### config.mk
export PLATFORM = sky130hd
export DESIGN_NAME = cpu_core_mc
export DESIGN_NICKNAME = d
export VERILOG_FILES = /design/src/rtl/cpu_core_mc.sv
export SDC_FILE = /design/constraint.sdc
export NUM_CORES = 1
export LEC_CHECK = 0
export CORE_MARGIN = 8
export CORE_UTILIZATION = 40
export DETAILED_ROUTE_END_ITERATION = 10
export PLACE_DENSITY = 0.69
export SKIP_CTS_REPAIR_TIMING = 1
export SLEW_MARGIN = 10
export SYNTH_ARGS = -nofsm -noshare
export SYNTH_HDL_FRONTEND = slang
export SYNTH_SLANG_ARGS = --single-unit
### constraint.sdc
create_clock -name clk -period 5.7 [get_ports clk]
set_input_delay 1.14 -clock clk [delete_from_list [all_inputs] [get_ports clk]]
set_output_delay 1.14 -clock clk [all_outputs]
set_load 0.02 [all_outputs]
### src/rtl/cpu_core_mc.sv
// Multi-cycle parametrised CPU core with req/ack instruction and data memory ports.
// Single FSM sequences BOOT -> FETCH -> EXEC [-> MEM] with registered bus outputs.
module cpu_core_mc #(
  parameter int unsigned DW       = 8,
  parameter int unsigned AW       = 8,
  parameter int unsigned NREG     = 4,
  parameter int unsigned RESET_PC = 0,
  localparam int unsigned RB      = $clog2(NREG),
  localparam int unsigned IW      = 4 + 2 * RB + AW
) (
  input  logic          clk,
  input  logic          rst,
  output logic          imem_req,
  output logic [AW-1:0] imem_addr,
  input  logic [IW-1:0] imem_rdata,
  input  logic          imem_ack,
  output logic          dmem_req,
  output logic          dmem_we,
  output logic [AW-1:0] dmem_addr,
  output logic [DW-1:0] dmem_wdata,
  input  logic [DW-1:0] dmem_rdata,
  input  logic          dmem_ack,
  output logic [AW-1:0] pc_out,
  output logic          zero_flag,
  output logic          carry_flag,
  output logic          halted,
  output logic          illegal,
  output logic          retire,
  input  logic [RB-1:0] dbg_sel,
  output logic [DW-1:0] dbg_rdata
);

  typedef enum logic [2:0] {StBoot, StFetch, StExec, StMem, StHalt} state_e;

  localparam logic [3:0] OpNop = 4'h0, OpAdd = 4'h1, OpSub = 4'h2, OpAnd = 4'h3;
  localparam logic [3:0] OpOr = 4'h4, OpXor = 4'h5, OpLdi = 4'h6, OpLoad = 4'h7;
  localparam logic [3:0] OpStore = 4'h8, OpJmp = 4'h9, OpJz = 4'hA, OpJnz = 4'hB;
  localparam logic [3:0] OpAddi = 4'hC, OpIllD = 4'hD, OpIllE = 4'hE, OpHalt = 4'hF;

  state_e          r_state;
  logic [AW-1:0]   r_pc;
  logic [IW-1:0]   r_ir;
  logic [DW-1:0]   r_regs [NREG];
  logic            r_z, r_c, r_halted, r_illegal, r_retire;
  logic            r_imem_req, r_dmem_req, r_dmem_we;
  logic [AW-1:0]   r_dmem_addr;
  logic [DW-1:0]   r_dmem_wdata;

  logic [3:0]      w_op;
  logic [RB-1:0]   w_rd, w_rs;
  logic [AW-1:0]   w_imm;
  logic [DW-1:0]   w_imm_dw, w_rd_val, w_rs_val, w_res;
  logic            w_carry, w_wr, w_upd_z, w_upd_c, w_taken;

  assign w_op     = r_ir[IW-1 -: 4];
  assign w_rd     = r_ir[IW-5 -: RB];
  assign w_rs     = r_ir[IW-5-RB -: RB];
  assign w_imm    = r_ir[AW-1:0];
  assign w_imm_dw = DW'(w_imm);
  assign w_rd_val = r_regs[w_rd];
  assign w_rs_val = r_regs[w_rs];

  always_comb begin
    w_res   = w_rd_val;
    w_carry = r_c;
    w_wr    = 1'b0;
    w_upd_z = 1'b0;
    w_upd_c = 1'b0;
    w_taken = 1'b0;
    case (w_op)
      OpAdd: begin
        {w_carry, w_res} = {1'b0, w_rd_val} + {1'b0, w_rs_val};
        w_wr = 1'b1; w_upd_z = 1'b1; w_upd_c = 1'b1;
      end
      OpSub: begin
        w_res   = w_rd_val - w_rs_val;
        w_carry = (w_rd_val < w_rs_val);
        w_wr = 1'b1; w_upd_z = 1'b1; w_upd_c = 1'b1;
      end
      OpAnd: begin w_res = w_rd_val & w_rs_val; w_wr = 1'b1; w_upd_z = 1'b1; end
      OpOr:  begin w_res = w_rd_val | w_rs_val; w_wr = 1'b1; w_upd_z = 1'b1; end
      OpXor: begin w_res = w_rd_val ^ w_rs_val; w_wr = 1'b1; w_upd_z = 1'b1; end
      OpLdi: begin w_res = w_imm_dw; w_wr = 1'b1; end
      OpAddi: begin
        {w_carry, w_res} = {1'b0, w_rd_val} + {1'b0, w_imm_dw};
        w_wr = 1'b1; w_upd_z = 1'b1; w_upd_c = 1'b1;
      end
      OpJmp: w_taken = 1'b1;
      OpJz:  w_taken = r_z;
      OpJnz: w_taken = ~r_z;
      default: ;
    endcase
  end

  always_ff @(posedge clk or negedge rst) begin
    if (!rst) begin
      r_state      <= StBoot;
      r_pc         <= AW'(RESET_PC);
      r_ir         <= '0;
      for (int i = 0; i < int'(NREG); i++) r_regs[i] <= '0;
      r_z          <= 1'b0;
      r_c          <= 1'b0;
      r_halted     <= 1'b0;
      r_illegal    <= 1'b0;
      r_retire     <= 1'b0;
      r_imem_req   <= 1'b0;
      r_dmem_req   <= 1'b0;
      r_dmem_we    <= 1'b0;
      r_dmem_addr  <= '0;
      r_dmem_wdata <= '0;
    end else begin
      r_retire <= 1'b0;
      case (r_state)
        StBoot: begin
          r_state    <= StFetch;
          r_imem_req <= 1'b1;
        end
        StFetch: begin
          if (imem_ack) begin
            r_ir       <= imem_rdata;
            r_imem_req <= 1'b0;
            r_state    <= StExec;
          end
        end
        StExec: begin
          if (w_wr) r_regs[w_rd] <= w_res;
          if (w_upd_z) r_z <= (w_res == '0);
          if (w_upd_c) r_c <= w_carry;
          if (w_op == OpIllD || w_op == OpIllE) r_illegal <= 1'b1;
          if (w_op == OpLoad || w_op == OpStore) begin
            // Bus fields are latched here so they stay stable through wait states.
            r_state      <= StMem;
            r_dmem_req   <= 1'b1;
            r_dmem_we    <= (w_op == OpStore);
            r_dmem_addr  <= w_imm;
            r_dmem_wdata <= w_rd_val;
          end else if (w_op == OpHalt) begin
            r_state  <= StHalt;
            r_halted <= 1'b1;
            r_retire <= 1'b1;
          end else begin
            r_pc       <= w_taken ? w_imm : r_pc + AW'(1);
            r_state    <= StFetch;
            r_imem_req <= 1'b1;
            r_retire   <= 1'b1;
          end
        end
        StMem: begin
          if (dmem_ack) begin
            if (!r_dmem_we) r_regs[w_rd] <= dmem_rdata;
            r_pc       <= r_pc + AW'(1);
            r_dmem_req <= 1'b0;
            r_dmem_we  <= 1'b0;
            r_retire   <= 1'b1;
            r_state    <= StFetch;
            r_imem_req <= 1'b1;
          end
        end
        StHalt: ;
        default: r_state <= StBoot;
      endcase
    end
  end

  assign imem_req   = r_imem_req;
  assign imem_addr  = r_pc;
  assign dmem_req   = r_dmem_req;
  assign dmem_we    = r_dmem_we;
  assign dmem_addr  = r_dmem_addr;
  assign dmem_wdata = r_dmem_wdata;
  assign pc_out     = r_pc;
  assign zero_flag  = r_z;
  assign carry_flag = r_c;
  assign halted     = r_halted;
  assign illegal    = r_illegal;
  assign retire     = r_retire;
  assign dbg_rdata  = r_regs[dbg_sel];

endmodule
==> metrics.md, run 1 <==
| Metric | Value |
|---|---|
| Post-detailed-routing wire length | about 18000 um |
| Antenna violations before repair | 0 |
| Die height | ~140 um |
| Gpl congestion | a little over 0.9 |
| Initial DRC count | around 330 |
| Worst setup SP type | input pin |
| Critical Path Start | dbg_sel[0] |
| Pre-Repair DR Iteration Count | 5 |
| Syn Area/Cell | 10.1 um2 |
| Tcrit/Tclk final | about three quarters |
| Max Root-Sink Buffers | 2 |
| Synthesized instance count | 600 |
| DRC viols | 0 |
| Hold Fails Final Rpt | 0 |
| Vias | 5116 |
| Worst r2r src | r_ir[10]$_DFFE_PN0P_ |
| Met2 Usage GRT | 29.8% |
| Tmin final | roughly 4.3 ns |
| # diodes | 0 |
| Kind of critical path | in2out |
| Drt via density | slightly above 6 |
| Commonest non-fill, non-tap cells in the layout | 83 x dfrtp_1, 76 x clkdlybuf4s50_1, 61 x mux2_2, 43 x a21oi_1, 42 x nor2_1 |
| Busiest grt layer | met2 |
| Warnings, synthesis | 0 |
| Non-filler cells, final | 844 |
| Post-synthesis net count | approximately 670 |
| IO Pins | a little under 80 |
| R2R Setup Slk | ~1.6 ns |
| Worst hold slack | 0.479 ns |
| FP Rows | 45 |
| Hold crit path type | reg2reg |
| Detail Placement HPWL | approximately 14000 um |
| Outcome | complete, no violations |
| Leading cell type in the layout, fill and taps excluded | dfrtp_1 |
| DR WL/cell | between 20 and 25 um |
| Seq cells post-synth | slightly above 80 |
| Chip width | 139 um |
| Vias in the first global route | 5151 |
| Setup TNS | 0 ns |
| Worst hold path depth | 1 |
| Total placed cells including tap cells | between 800 and 900 |
| H-Tree Depth | 3 |
| Synth cell types | 65 |
| Main synth FF type | dfrtp_1 |
| Worst-skew pair later-pin latency | approximately 0.35 ns |
| Critical-path maximum fanout | 8 |
| Min-Delay Endpoint | halted$_DFFE_PN0P_ |
| Unrepaired setup endpoints after global routing | false |
| Tot GR Track Use | between 10% and 20% |
| Grt total ovfl | 0 |
| Async SR Flop Fraction | between 90% and 100% |
| Met3 Resource Use GR | under 10% |
| Grt met1 use | between 20% and 30% |
| FF-to-FF path depth | 10 |
| Post-Syn Area | ~6100 um2 |
| Critical Path Sink Type | output port |
| Hold path startpoint | halted$_DFFE_PN0P_ |
| Layout cells sized above 1 | roughly 17% |
| First-pass GRT wire length | around 29000 um |
| Worst Path Required | between 4 and 5 ns |
| CTS tree | yes |
| Final net count | slightly above 700 |
| Die Area | ~19000 um2 |
| CTS sink count | 83 |
| Setup-failing EPs final | 0 |
| Clock skew | between 0.015 and 0.02 ns |
| Core Box Area | roughly 15000 um2 |
| Slew Limit Headroom | ~25% |
| Crit path DAT | 3.16 ns |
| Post-synth EDFFs | 0 |
| Reg clk slew, reported paths | roughly 0.060 ns |
| P&R area growth vs syn | 18.6% |
| Max_cap viols | 0 |
| Reg-to-reg critical path endpoint | r_regs[30]$_DFFE_PN0P_ |
| Largest net degree at the start of global routing | slightly below 60 |
| ANT nets after route | 0 |
| PortBufs | 77 |
| Max Clock Freq | ~230 MHz |
| Max Slew Vio Count | 0 |
| Least-Margin Pin Slew | approximately 1.1 ns |
| Post-synthesis sequential area ratio | between 30% and 40% |
| CTS Buf Count | 9 |
| Clock Root Buffer | clkbuf_16 |
| Initial Utilization | between 40% and 50% |
-- cells by family (layout without fill, tap and decap cells) --
logic type                 Yosys count  count (layout)  synth area share, %
xor gates and xnor gates             3               3                0.432
and+or+nand+nor                    147             147                 12.5
buffers and inverters               78             134                 5.66
DFF                                 83              83                 34.1
adders and majority gates           37              37                 7.98
muxes                               95              95                 22.1
AOI/OAI and AO/OA                  157             157                 17.2
-- sequential cells by signal (all words and copies together), names as in the netlist --
signal / flops
r_regs: 32
r_ir: 16
dmem_addr: 8
dmem_wdata: 8
imem_addr: 8
r_state: 3
carry_flag: 1
dmem_req: 1
dmem_we: 1
halted: 1
illegal: 1
imem_req: 1
retire: 1
zero_flag: 1
-- synthesized netlist by cell type, types with 3 or more instances --
master	count	share of area (%)
dfrtp_1	83	34
mux2_2	61	11
a21oi_1	43	3.5
nor2_1	42	2.6
inv_1	40	2.5
ha_1	34	7.0
o21ai_0	32	2.6
nand2_1	28	1.7
mux4_2	23	8.5
nand2b_1	15	1.5
buf_2	14	1.2
clkbuf_1	13	0.80
nand3_1	10	0.82
buf_4	9	1.1
nor2b_1	9	0.93
mux2i_1	8	1.3
o22ai_1	7	0.72
a211oi_1	6	0.74
a22o_1	6	0.86
nor4_1	6	0.62
o211ai_1	6	0.74
o31ai_1	6	0.74
a221oi_1	5	0.72
and2_1	5	0.51
nand4_1	5	0.51
nor3_1	5	0.41
a211o_1	4	0.58
a21o_1	4	0.49
a22oi_1	4	0.49
o21bai_1	4	0.49
or2_2	4	0.41
a2bb2oi_1	3	0.43
a32oi_1	3	0.43
and3_1	3	0.31
fa_1	3	0.99
o21a_1	3	0.37
o32a_1	3	0.49
or3_1	3	0.31
xnor2_1	3	0.43
-- metal layers --
metal / wire [um] / up-vias
li1: - / 2328
met1: 7800 / 2544
met2: 8550 / 205
met3: 1260 / 39
met4: 478 / 0
met5: 0 / -
-- critical path: stages --
cell and delay, ns:
clkdlybuf4s50_1 0.85, mux4_2 0.61, clkdlybuf4s50_1 0.56
-- through the flow --
step	instance area, um2	utilization (%)	setup slack (ns)
5_1_grt	7210	48.0	1.27
3_5_place_dp	6910	45.9	1.37
6_report	7210	48.0	1.40
4_1_cts	7210	48.0	1.36
3_3_place_gp	6910	45.9	1.44
2_1_floorplan	6080	-	2.04
-- worst max-delay path by stage --
stage | endpoint | slack, ns | cells after the start
2_1_floorplan | r_regs[30]$_DFFE_PN0P_ | 2.04 | 11
3_3_place_gp | dbg_rdata[0] | 1.44 | 3
3_5_place_dp | dbg_rdata[0] | 1.37 | 3
4_1_cts | dbg_rdata[0] | 1.36 | 3
5_1_grt | r_regs[7]$_DFFE_PN0P_ | 1.27 | 9
6_report | dbg_rdata[0] | 1.40 | 3
-- layout make-up --
cell class,count,area [um2]
Multi-Input combinational cell,439,3660
Fill cell,1356,7820
Clock buffer,10,229
Tap cell,188,235
Clock inverter,5,78.8
Sequential cell,83,2080
Timing Repair Buffer,79,783
Inverter,40,150
Power of run 1 is not shown: default switching activity piles up to over one toggle a cycle in this logic, so the estimate is an artifact.
==> inputs of run 2 (changes only) <==
- clock period: 5.7 -> 4 ns (I/O delays scaled with it)
==> metrics.md, run 2 (synthesis results as in run 1) <==
| Metric | Value |
|---|---|
| Kind of critical path | reg2reg |
| Critical-path cell list | mux4_2 > inv_1 > ha_1 > fa_1 > or2_2 > a221oi_1 > mux2i_1 > nor2_1 > nor4_1 > a21oi_1 > mux2_2 |
| H-Tree Depth | 3 (unchanged) |
| Hold Fails Final Rpt | 0 (unchanged) |
| Max FFs per register | 32 (unchanged) |
| Gpl congestion | 0.929 (+0.14%) |
| Total placed cells including tap cells | 840 (+1.3%) |
| Leading cell type in the layout, fill and taps excluded | dfrtp_1 |
| First-pass GRT wire length | 29800 um (+3.8%) |
| Unrepaired setup endpoints after global routing | false |
| Chip width | 139 um (unchanged) |
| Setup TNS | 0 ns (unchanged) |
| PortBufs | 77 (unchanged) |
| CTS tree | yes |
| Commonest non-fill, non-tap cells in the layout | 83 x dfrtp_1, 76 x clkdlybuf4s50_1, 61 x mux2_2, 43 x a21oi_1, 42 x nor2_1 |
| Post-detailed-routing wire length | 18500 um (+2.2%) |
| Clock skew | 0.0107 ns (-0.00656 ns) |
| Worst r2r src | r_ir[10]$_DFFE_PN0P_ |
| Crit path largest cell delay | 0.52 ns (-0.33 ns) |
| CTS sink count | 83 (unchanged) |
| Least-Margin Pin Slew | 1.05 ns (-0.0564 ns) |
| FF/Latch Area | 2080 um2 (unchanged) |
| R2R Setup Slk | 0.22 ns (-1.37 ns) |
| Worst-skew pair later-pin latency | 0.36 ns (about the same) |
| Clock Root Buffer | clkbuf_16 |
| Worst setup SP type | flop |
| Reg-to-reg critical path endpoint | r_regs[14]$_DFFE_PN0P_ |
| Tot GR Track Use | 19.4% (+0.67 points) |
| Max Root-Sink Buffers | 2 (unchanged) |
| Max Slew Vio Count | 0 (unchanged) |
| CTS Buf Count | 9 (unchanged) |
| Antenna violations before repair | 0 (unchanged) |
| Layout cells sized above 1 | 18.9% (+1.6 points) |
| Critical-path maximum fanout | 9 (+1) |
| Hold path startpoint | halted$_DFFE_PN0P_ |
| Crit path DAT | 4.01 ns (+0.85 ns) |
| Detail Placement HPWL | 13700 um (+0.51%) |
| Die height | 139 um (unchanged) |
| Outcome | complete, no violations |
| Hold crit path type | reg2reg |
| Worst Path Required | 4.23 ns (-0.33 ns) |
| Largest net degree at the start of global routing | 63 (+8.6%) |
| FP Rows | 45 (unchanged) |
| Max_cap viols | 0 (unchanged) |
| P&R area growth vs syn | 20.0% |
| Min-Delay Endpoint | halted$_DFFE_PN0P_ |
| Worst hold path depth | 1 (unchanged) |
| Reg clk slew, reported paths | 0.06 ns (about the same) |
| # fillers | 1357 (+0.074%) |
| Slew Limit Headroom | 28.9% (+3.8 points) |
| Initial DRC count | 457 (+37%) |
| Delay-heaviest family, CP | multiplexers |
| Final net count | 730 (+1.5%) |
| IO Pins | 78 (unchanged) |
| Tcrit/Tclk final | between 90% and 100% |
| Max Clock Freq | 265 MHz |
| Grt total ovfl | 0 (unchanged) |
| Critical Path Sink Type | flop |
| FF-to-FF path depth | 11 (+1) |
| Vias in the first global route | 5362 (+4.1%) |
| Drt via density | 6.05 (-0.13%) |
| DRC viols | 0 (unchanged) |
| WP buf/inv | 1 (-1) |
| Core Box Area | 15000 um2 (unchanged) |
| Non-filler cells, final | 856 (+1.4%) |
| Tmin final | ~3.8 ns |
| Vias | 5182 (+1.3%) |
| Setup-failing EPs final | 0 (unchanged) |
| Largest reg by FF count | r_regs |
| # diodes | 0 (unchanged) |
| Die Area | 19400 um2 (unchanged) |
| DR WL/cell | 21.6 um (+0.81%) |
| Pre-Repair DR Iteration Count | 5 (unchanged) |
| Multi-input gate area | 3660 um2 (about the same) |
| CP max stage cell | dfrtp_1 |
| ANT nets after route | 0 (unchanged) |
| Initial Utilization | 40.5% (unchanged) |
| Regs by FF count | r_regs: 32 flops, r_ir: 16 flops |
run 2: per-stage QoR:
stage	setup WS (ns)	cell area, um2	util (%)	hold WS [ns]
after CTS	0.243	7300	48.6	0.482
final	0.224	7300	48.6	0.479
after floorplan	0.344	6080	-	0.497
after detailed placement	0.248	6990	46.5	0.465
after global routing	0.00637	7300	48.6	0.502
after global placement	0.409	6990	46.5	0.466
run 2: worst register-to-register path: cells and delay by family (launching register included):
family / cells / cell delay, ns
simple gates: 3 / 0.81
buf+inv: 1 / 0.09
fa+ha+maj: 2 / 0.62
compound gates: 2 / 0.60
mux: 3 / 1.01
flops: 1 / 0.52
run 2: layout make-up:
| class | count | share of cell area (%) |
|---|---|---|
| sequential | 83 | 28.4 |
| tap | 188 | 3.22 |
| clock inverter | 5 | 0.788 |
| timing repair buffer | 90 | 11.9 |
| clock buffer | 11 | 3.46 |
| inverter | 40 | 2.06 |
| multi-input combinational | 439 | 50.2 |
run 2: metal layers:
metal / share of wire, % / wire [um] / global-route usage, %
met1: 43 / 7870 / 24.3
met2: 48 / 8850 / 31.5
met3: 6.4 / 1190 / 4.24
met4: 3.2 / 584 / 9.01
met5: 0 / 0 / 0
run 2: worst max-delay path by stage:
| stage | startpoint | endpoint | slack, ns | depth (start not counted) |
|---|---|---|---|---|
| final | r_ir[10]$_DFFE_PN0P_ | r_regs[14]$_DFFE_PN0P_ | 0.22 | 11 |
| after global routing | r_ir[10]$_DFFE_PN0P_ | r_regs[30]$_DFFE_PN0P_ | 0.006 | 11 |
| after CTS | r_ir[10]$_DFFE_PN0P_ | r_regs[14]$_DFFE_PN0P_ | 0.24 | 11 |
| after detailed placement | r_ir[10]$_DFFE_PN0P_ | r_regs[30]$_DFFE_PN0P_ | 0.25 | 11 |
| after global placement | r_ir[10]$_DFFE_PN0P_ | r_regs[5]$_DFFE_PN0P_ | 0.41 | 12 |
| after floorplan | r_ir[8]$_DFFE_PN0P_ | r_regs[30]$_DFFE_PN0P_ | 0.34 | 11 |
Power of run 2 is left out for the same reason.
